[src/rtl/fetch_stage_if.sv]
// Instruction-memory request/response bus between the fetch stage and instruction memory.
// The master side issues requests; the slave side returns a word on imem_valid.
interface fetch_stage_if;
  logic        imem_req;
  logic [31:0] imem_addr;
  logic        imem_valid;
  logic [31:0] imem_rdata;

  modport master (
    output imem_req,
    output imem_addr,
    input  imem_valid,
    input  imem_rdata
  );

  modport slave (
    input  imem_req,
    input  imem_addr,
    output imem_valid,
    output imem_rdata
  );
endinterface

[src/rtl/fetch_stage.sv]
// Pipeline fetch stage: PC register, request FSM tracking an outstanding imem access,
// and the IF/ID pipeline register with stall/flush/bubble handling.
module fetch_stage #(
  parameter logic [31:0] RESET_PC = 32'h0000_0000,
  parameter logic [31:0] BUBBLE   = 32'h0000_0000
) (
  input  logic                 clk,
  input  logic                 reset,
  input  logic                 StallF,
  input  logic                 StallD,
  input  logic                 FlushD,
  input  logic                 PCSrcE,
  input  logic [31:0]          PCTargetE,
  fetch_stage_if.master        imem,
  output logic [31:0]          InstrD,
  output logic [31:0]          PCD,
  output logic [31:0]          PCPlus4D,
  output logic                 ValidD,
  output logic [6:0]           opcode,
  output logic [2:0]           f3,
  output logic [6:0]           f7
);

  typedef enum logic [1:0] {StFetch, StDrop, StHeld} state_e;

  state_e      state_q, state_d;
  logic [31:0] pcf_q, pcf_d;
  logic [31:0] reqaddr_q, reqaddr_d;
  logic [31:0] bufinstr_q, bufinstr_d;
  logic [31:0] instr_q, instr_d;
  logic [31:0] pcd_q, pcd_d;
  logic [31:0] pcplus4_q, pcplus4_d;
  logic        valid_q, valid_d;

  logic        load;
  logic [31:0] load_instr;
  logic [31:0] pc_plus4;
  logic        imem_req;
  logic [31:0] imem_addr;

  assign pc_plus4 = pcf_q + 32'd4;

  always_comb begin
    state_d    = state_q;
    pcf_d      = pcf_q;
    reqaddr_d  = reqaddr_q;
    bufinstr_d = bufinstr_q;
    load       = 1'b0;
    load_instr = bufinstr_q;
    imem_req   = 1'b1;
    imem_addr  = pcf_q;
    unique case (state_q)
      StFetch: begin
        reqaddr_d = pcf_q;
        if (imem.imem_valid) begin
          if (PCSrcE) begin
            pcf_d = PCTargetE;
          end else if (StallF || StallD) begin
            bufinstr_d = imem.imem_rdata;
            state_d    = StHeld;
          end else begin
            load       = 1'b1;
            load_instr = imem.imem_rdata;
            pcf_d      = pc_plus4;
          end
        end else if (PCSrcE) begin
          // Response for the old PC is still in flight; it must be swallowed in StDrop.
          pcf_d   = PCTargetE;
          state_d = StDrop;
        end
      end
      StDrop: begin
        imem_addr = reqaddr_q;
        if (PCSrcE) pcf_d = PCTargetE;
        if (imem.imem_valid) state_d = StFetch;
      end
      StHeld: begin
        imem_req  = 1'b0;
        imem_addr = reqaddr_q;
        if (PCSrcE) begin
          pcf_d   = PCTargetE;
          state_d = StFetch;
        end else if (!StallF && !StallD) begin
          load    = 1'b1;
          pcf_d   = pc_plus4;
          state_d = StFetch;
        end
      end
      default: state_d = StFetch;
    endcase
  end

  always_comb begin
    instr_d   = instr_q;
    pcd_d     = pcd_q;
    pcplus4_d = pcplus4_q;
    valid_d   = valid_q;
    if (FlushD) begin
      instr_d   = BUBBLE;
      valid_d   = 1'b0;
      pcd_d     = 32'd0;
      pcplus4_d = 32'd0;
    end else if (StallD) begin
      // hold
    end else if (load) begin
      instr_d   = load_instr;
      pcd_d     = pcf_q;
      pcplus4_d = pc_plus4;
      valid_d   = 1'b1;
    end else begin
      instr_d = BUBBLE;
      valid_d = 1'b0;
    end
  end

  always_ff @(posedge clk) begin
    if (reset) begin
      state_q    <= StFetch;
      pcf_q      <= RESET_PC;
      reqaddr_q  <= RESET_PC;
      bufinstr_q <= 32'd0;
      instr_q    <= BUBBLE;
      pcd_q      <= 32'd0;
      pcplus4_q  <= 32'd0;
      valid_q    <= 1'b0;
    end else begin
      state_q    <= state_d;
      pcf_q      <= pcf_d;
      reqaddr_q  <= reqaddr_d;
      bufinstr_q <= bufinstr_d;
      instr_q    <= instr_d;
      pcd_q      <= pcd_d;
      pcplus4_q  <= pcplus4_d;
      valid_q    <= valid_d;
    end
  end

  assign imem.imem_req  = imem_req;
  assign imem.imem_addr = imem_addr;

  assign InstrD   = instr_q;
  assign PCD      = pcd_q;
  assign PCPlus4D = pcplus4_q;
  assign ValidD   = valid_q;
  assign opcode   = instr_q[6:0];
  assign f3       = instr_q[14:12];
  assign f7       = instr_q[31:25];

endmodule

[src/flat_wrapper.sv]
// flat-port wrapper written by rule: the top's interface ports become plain ports
module fetch_stage_flat 
#(
  parameter logic [31:0] RESET_PC = 32'h0000_0000,
  parameter logic [31:0] BUBBLE   = 32'h0000_0000
)
  (clk, reset, StallF, StallD, FlushD, PCSrcE, PCTargetE, InstrD, PCD, PCPlus4D, ValidD, opcode, f3, f7, imem_imem_req, imem_imem_addr, imem_imem_valid, imem_imem_rdata);
  fetch_stage_if imem_i ();
  input  logic clk;
  input  logic reset;
  input  logic StallF;
  input  logic StallD;
  input  logic FlushD;
  input  logic PCSrcE;
  input  logic [31:0] PCTargetE;
  output logic [31:0] InstrD;
  output logic [31:0] PCD;
  output logic [31:0] PCPlus4D;
  output logic ValidD;
  output logic [6:0] opcode;
  output logic [2:0] f3;
  output logic [6:0] f7;
  output wire logic [$bits(imem_i.imem_req)-1:0] imem_imem_req;
  output wire logic [$bits(imem_i.imem_addr)-1:0] imem_imem_addr;
  input wire logic [$bits(imem_i.imem_valid)-1:0] imem_imem_valid;
  input wire logic [$bits(imem_i.imem_rdata)-1:0] imem_imem_rdata;
  assign imem_imem_req = imem_i.imem_req;
  assign imem_imem_addr = imem_i.imem_addr;
  assign imem_i.imem_valid = imem_imem_valid;
  assign imem_i.imem_rdata = imem_imem_rdata;
  fetch_stage #(.RESET_PC(RESET_PC), .BUBBLE(BUBBLE)) u_core (.clk(clk), .reset(reset), .StallF(StallF), .StallD(StallD), .FlushD(FlushD), .PCSrcE(PCSrcE), .PCTargetE(PCTargetE), .imem(imem_i), .InstrD(InstrD), .PCD(PCD), .PCPlus4D(PCPlus4D), .ValidD(ValidD), .opcode(opcode), .f3(f3), .f7(f7));
endmodule
[config.mk]
export PLATFORM = sky130hd
export DESIGN_NAME = fetch_stage_flat
export DESIGN_NICKNAME = d
export VERILOG_FILES = /design/src/rtl/fetch_stage_if.sv /design/src/rtl/fetch_stage.sv /design/src/flat_wrapper.sv
export SDC_FILE = /design/constraint.sdc
export NUM_CORES = 1
export LEC_CHECK = 0
export ABC_AREA = 1
export BUFFER_PORTS_ARGS = -buffer_cell sky130_fd_sc_hd__buf_4
export CAP_MARGIN = 15
export CORE_MARGIN = 2
export CORE_UTILIZATION = 54
export CTS_BUF_LIST = sky130_fd_sc_hd__clkbuf_4 sky130_fd_sc_hd__clkbuf_8 sky130_fd_sc_hd__clkbuf_16
export DETAILED_ROUTE_END_ITERATION = 6
export GPL_ROUTABILITY_DRIVEN = 0
export PLACE_DENSITY_LB_ADDON = 0.12
export SYNTH_ARGS = -nofsm -noshare
export SYNTH_HDL_FRONTEND = slang
export SYNTH_SLANG_ARGS = --single-unit
[constraint.sdc]
create_clock -name clk -period 2.5 [get_ports clk]
set_input_delay 0.75 -clock clk [delete_from_list [all_inputs] [get_ports clk]]
set_output_delay 0.75 -clock clk [all_outputs]
set_load 0.02 [all_outputs]
Word-level counts from Yosys, hierarchy flattened
Index checks and enable logic that the tools add are counted.

storage, ports and cells
  flip-flop bits (word level) = 195
  latch bits = 0
  RAM bits = 0
  bits in read-only memories = 0
  output and inout bits = 147
  memories kept = 0

cells by class
  $add $sub $neg = 1
  $mul = 0
  div/mod/pow operators = 0
  order comparisons = 0
  equal/unequal tests = 8
  shift-type cells = 0
  multiplexer cells = 29
  bitwise gates (word level) = 2
  reduce and logical (&&, ||, !) cells = 12

operators by type and width
  kind                                                              count
  32-bit 2-to-1 mux                                                 12
  32-bit case mux with 3 select lines                               1
  32-bit by 3-bit adder with 32-bit output (second input constant)  1
  2-bit 2-to-1 mux                                                  7
  1-bit 2-to-1 mux                                                  7
  3-bit by 2-bit != test with 1-bit output (second input constant)  2
  3-bit != test (second input constant)                             2
  2-bit case mux with 3 select lines                                1
  5-bit AND reduction                                               1
  4-bit != test (second input constant)                             1
  4-bit AND reduction                                               1
  2-bit OR reduction                                                2
  3-bit AND reduction                                               1
  3-bit nonzero test                                                1
  2-bit by 1-bit == test with 1-bit output (second input constant)  1
  2-bit == test (second input constant)                             1
  1-bit zero test                                                   2
  2-bit zero test                                                   1
  2-bit != test (second input constant)                             1
  1-bit NOT                                                         2
  1-bit case mux with 2 select lines                                1
  2-bit AND reduction                                               1
  1-bit logical AND                                                 1
  1-bit logical OR                                                  1

Longest topological paths before layout
  depth in word-level cells = 6
  mapped depth = 12
  mapped depth without buffers = 12

Worst setup path after synthesis
OpenSTA, ideal clock, no wires.

  path type = reg-to-output
  start point = register u_core.state_q[0]
  end point = output port imem_imem_addr[23]
  arrival = 1.626 ns
  data required time = 1.750 ns
  setup slack = 0.124 ns
  cell stages (with the launch flop) = 6
  cell sequence = dfxtp_1 inv_1 ha_1 clkbuf_1 clkbuf_1 o21ai_0

between the ends
  word-level cells in the longest chain between the ends = 3

RTL lines
  what                                                                       line                source
  start: declaration                                                         fetch_stage.sv:26   state_e state_q, state_d;
  start signal: assignment                                                   fetch_stage.sv:118  state_q <= StFetch;
  start signal: assignment                                                   fetch_stage.sv:127  state_q <= state_d;
  2-bit by 1-bit == test with 1-bit output or 2-bit == test (tied branches)  fetch_stage.sv:52   unique case (state_q)
  2-bit OR reduction (no line) (*)                                           --
  32-bit 2-to-1 mux (*)                                                      fetch_stage.sv:52
  end: declaration                                                           flat_wrapper.sv:24  output wire logic [$bits(imem_i.imem_addr)-1:0] imem_imem_addr;

Every way passes the cells marked *; elsewhere a longest branch is shown, timed or not.

Worst setup path after layout
  start point = register u_core.state_q[0]
  end point = output port imem_imem_addr[12]

Same word-level chain as after synthesis.

==> flow_summary.ini <==
[power_and_ir_drop]
clkPwrFrac_pct = 23.2
sw_frac_of_total_pct = 40.40
power.leakage_nw = 5.353
power_switching_mw = 4.912
seq_power_share_pct = 32.9
combPwrFrac_pct = 44.0
max-vdd-ir-drop_mv = 0.6990
total_power_mw = 12.16
powerDensity_nw_per_um2 = 1021
internal-power_mw = 7.247

[drt]
wl_per_cell_um = 16.60
drt-pass1-iter-count = 6
ant_nets = 0
num_vias = 9574
viasPerCell = 5.566
wl_um = 28550
drc = 0
initialDrtViolationCount = 906

[timing]
max_slew_margin_pct = 62.35
rsz0062_at_grt = true
min_period_over_period_pct = 101.7
hold_viol_final = 0
fin_ws_ps = -42.66
fmax_mhz = 393.3
setup_viol = 14
clock_skew_ps = 8.139
maxSlewViolCount = 0
period_needed_ps = 2543
worst_slew_pin_slew_ps = 564.7

[synth]
netlist_top_cells_count = 269 x nand2_1, 193 x dfxtp_1, 191 x a21oi_1
seq_area_frac_synth_pct = 42.85
synth_edf_count = 0
synth_most_common_cell = nand2_1
netlist_area_um2 = 9016
netlist_instances = 1314
synth-xor-area-share_pct = 1.069
synth-simple-area-share_pct = 20.27
synthTopCellsByArea = dfxtp_1 43%, nand2_1 11%, a21oi_1 11%
muxShareOfSynthArea_pct = 0
yosysUniqueCellTypes = 25
synth_ff_type = dfxtp_1
synthArstFlopShare_pct = 0
synthAdderAreaFrac_pct = 0.6939
postSynthAreaPerCell_um2 = 6.862
ys_ff_latch = 193
yosys_warnings = 0
syn-num-nets = 1390
synth_compound_area_share_pct = 24.42
synth_top_family_by_area = compound AO/OA/AOI/OAI gates
synth_top_area_share_pct = 42.85
synth_top_area_cell = dfxtp_1

[run]
cap_viol_max_count = 0

[layout]
final_util_pct = 72.36
fin_nets = 1563
drive_above_1_share_pct = 23.67
fill_cells = 1355
area_growth_pct = 32.14
design_area_um2 = 11910
fin_cells = 1720
insertedDiodeCount = 0

[place]
port_buffers = 217
place_area_um2 = 10740
dp.cells = 1674
hpwlAfterDp_um = 18470
place_ws_ps = 319.1

[worst_setup_path]
crit_cells = 7
start_kind = register
crit_type = register to output port
crit_path_top_delay_cell = dfxtp_2
ff2ff_path_depth = 13
path_delay_family = buffers and inverters
crit_chain = inv_2, ha_4, buf_12, clkbuf_16, nand2_2, o21ai_2, buf_6
crit_fanout = 7
end_kind = output port
cp.required_ps = 1750
arrival_ps = 1790
worst-path-buf-inv = 4
critical_path.max_stage_delay_ps = 370

[hold_path]
hold_path.class = register to register
hold_path_depth = 2

[floorplanning]
die_h_um = 133.2
dieArea_um2 = 17750
ios = 218
die_w_um = 133.2
design.core.area_um2 = 16470
row_count = 47
start_util_pct = 54.76

[clock_network]
cts.sinks = 193
worstSkewPairLatency_ps = 440
cts_made_buffers = 17
root_buffer = clkbuf_16
h-tree-depth = 4
tritoncts = built
path_clk_slew_ps = 70
cts_max_path_buffers = 2

[outcome]
status = finished, violations left
failed_checks = setup timing

[global_routing]
grt_util_all_layers_pct = 29.88
grt_pass1_wl_um = 42680
antenna_found_initial = 0
grt_pass1_vias = 8447
grt.overflow.total = 0
grt_start_max_net_pins = 72
[stage by stage]
| stage | hold WS [ps] | TNS [ps] |
|---|---|---|
| after global routing | 468.2 | -1026 |
| after CTS | 452.1 | -34.65 |
| after floorplan | 429.7 | 0 |
| after detailed placement | 441.2 | 0 |
| final | 450.5 | -224.7 |
| after global placement | 436.7 | 0 |
[power groups by stage]
stage / registers (mW) / logic (mW) / clock network, mW
3_3_place_gp: 3.98 / 3.90 / 0
6_report: 4.00 / 5.35 / 2.82
2_1_floorplan: 3.94 / 2.48 / 0
3_5_place_dp: 4.00 / 3.95 / 0
4_1_cts: 3.93 / 4.26 / 2.84
5_1_grt: 4.04 / 5.70 / 2.95
[worst paths after layout]
kind	from	endpoint	slack, ps
setup / recovery	u_core.state_q[0]	imem_imem_addr[12]	-40
hold / removal	u_core.bufinstr_q[5]	u_core.bufinstr_q[5]	450
setup reg to reg	u_core.state_q[0]	u_core.pcf_q[12]	260
hold reg to reg	u_core.bufinstr_q[5]	u_core.bufinstr_q[5]	450
[kinds of logic (layout without fill, tap and decap cells)]
family / count (synthesis) / after routing
AOI/OAI and AO/OA: 416 / 416
xor gates and xnor gates: 11 / 11
adders and majority gates: 5 / 5
buffers and inverters: 227 / 413
DFF: 193 / 193
and+or+nand+nor: 462 / 462
[routing by layer]
| metal | routed length (um) | vias up | track usage, % |
|---|---|---|---|
| li1 | - | 4639 | - |
| met1 | 11470 | 4362 | 37.49 |
| met2 | 13560 | 479 | 49.74 |
| met3 | 2394 | 94 | 6.126 |
| met4 | 1125 | 0 | 13.65 |
| met5 | 0 | - | 0 |
[sequential cells by signal, summed over array words and instances, names as in the netlist]
name	flops
u_core.ValidD	1
u_core.PCD	30
u_core.InstrD	32
u_core.reqaddr_q	32
u_core.state_q	2
u_core.PCPlus4D	32
u_core.pcf_q	32
u_core.bufinstr_q	32
[area by class of cell]
cell class / instances / area [um2] / area share (%)
Multi-Input combinational cell: 894 / 4434 / 37.22
Sequential cell: 193 / 3866 / 32.45
Timing Repair Buffer: 259 / 2275 / 19.09
Clock buffer: 20 / 460.4 / 3.865
Inverter: 122 / 460.4 / 3.865
Tap cell: 220 / 275.3 / 2.310
Clock inverter: 12 / 142.6 / 1.197
[worst reg2reg max path, stage by stage, from the launching register on]
cell and delay, ps:
dfxtp_2 370, inv_2 60, ha_4 290, buf_12 160
buf_6 160, buf_4 140, nand2_1 50, nand2_1 100
inv_1 80, nand2_1 120, buf_12 180, nor2_1 70
nor3_1 250, a21oi_1 100
[layout by cell type, fill, tap and decap left out, types with 12 or more instances in the layout]
| master | count |
|---|---|
| dfxtp_1 | 191 |
| nor2_1 | 128 |
| o211ai_1 | 34 |
| nand3_1 | 33 |
| nand2_1 | 252 |
| a21oi_1 | 191 |
| nor3_1 | 23 |
| o21ai_2 | 24 |
| buf_4 | 220 |
| o21ai_0 | 148 |
| nand2_2 | 12 |
| clkbuf_16 | 22 |
| buf_6 | 22 |
| inv_1 | 114 |
[timing repair]
item                       CTS  global route
hold buffers                 0             0
gates cloned                 2             6
pin swaps                    1            13
gates resized for setup     19           101
setup endpoints to repair   32            32
setup buffers                0             6
(Power assumes the default switching activity.)
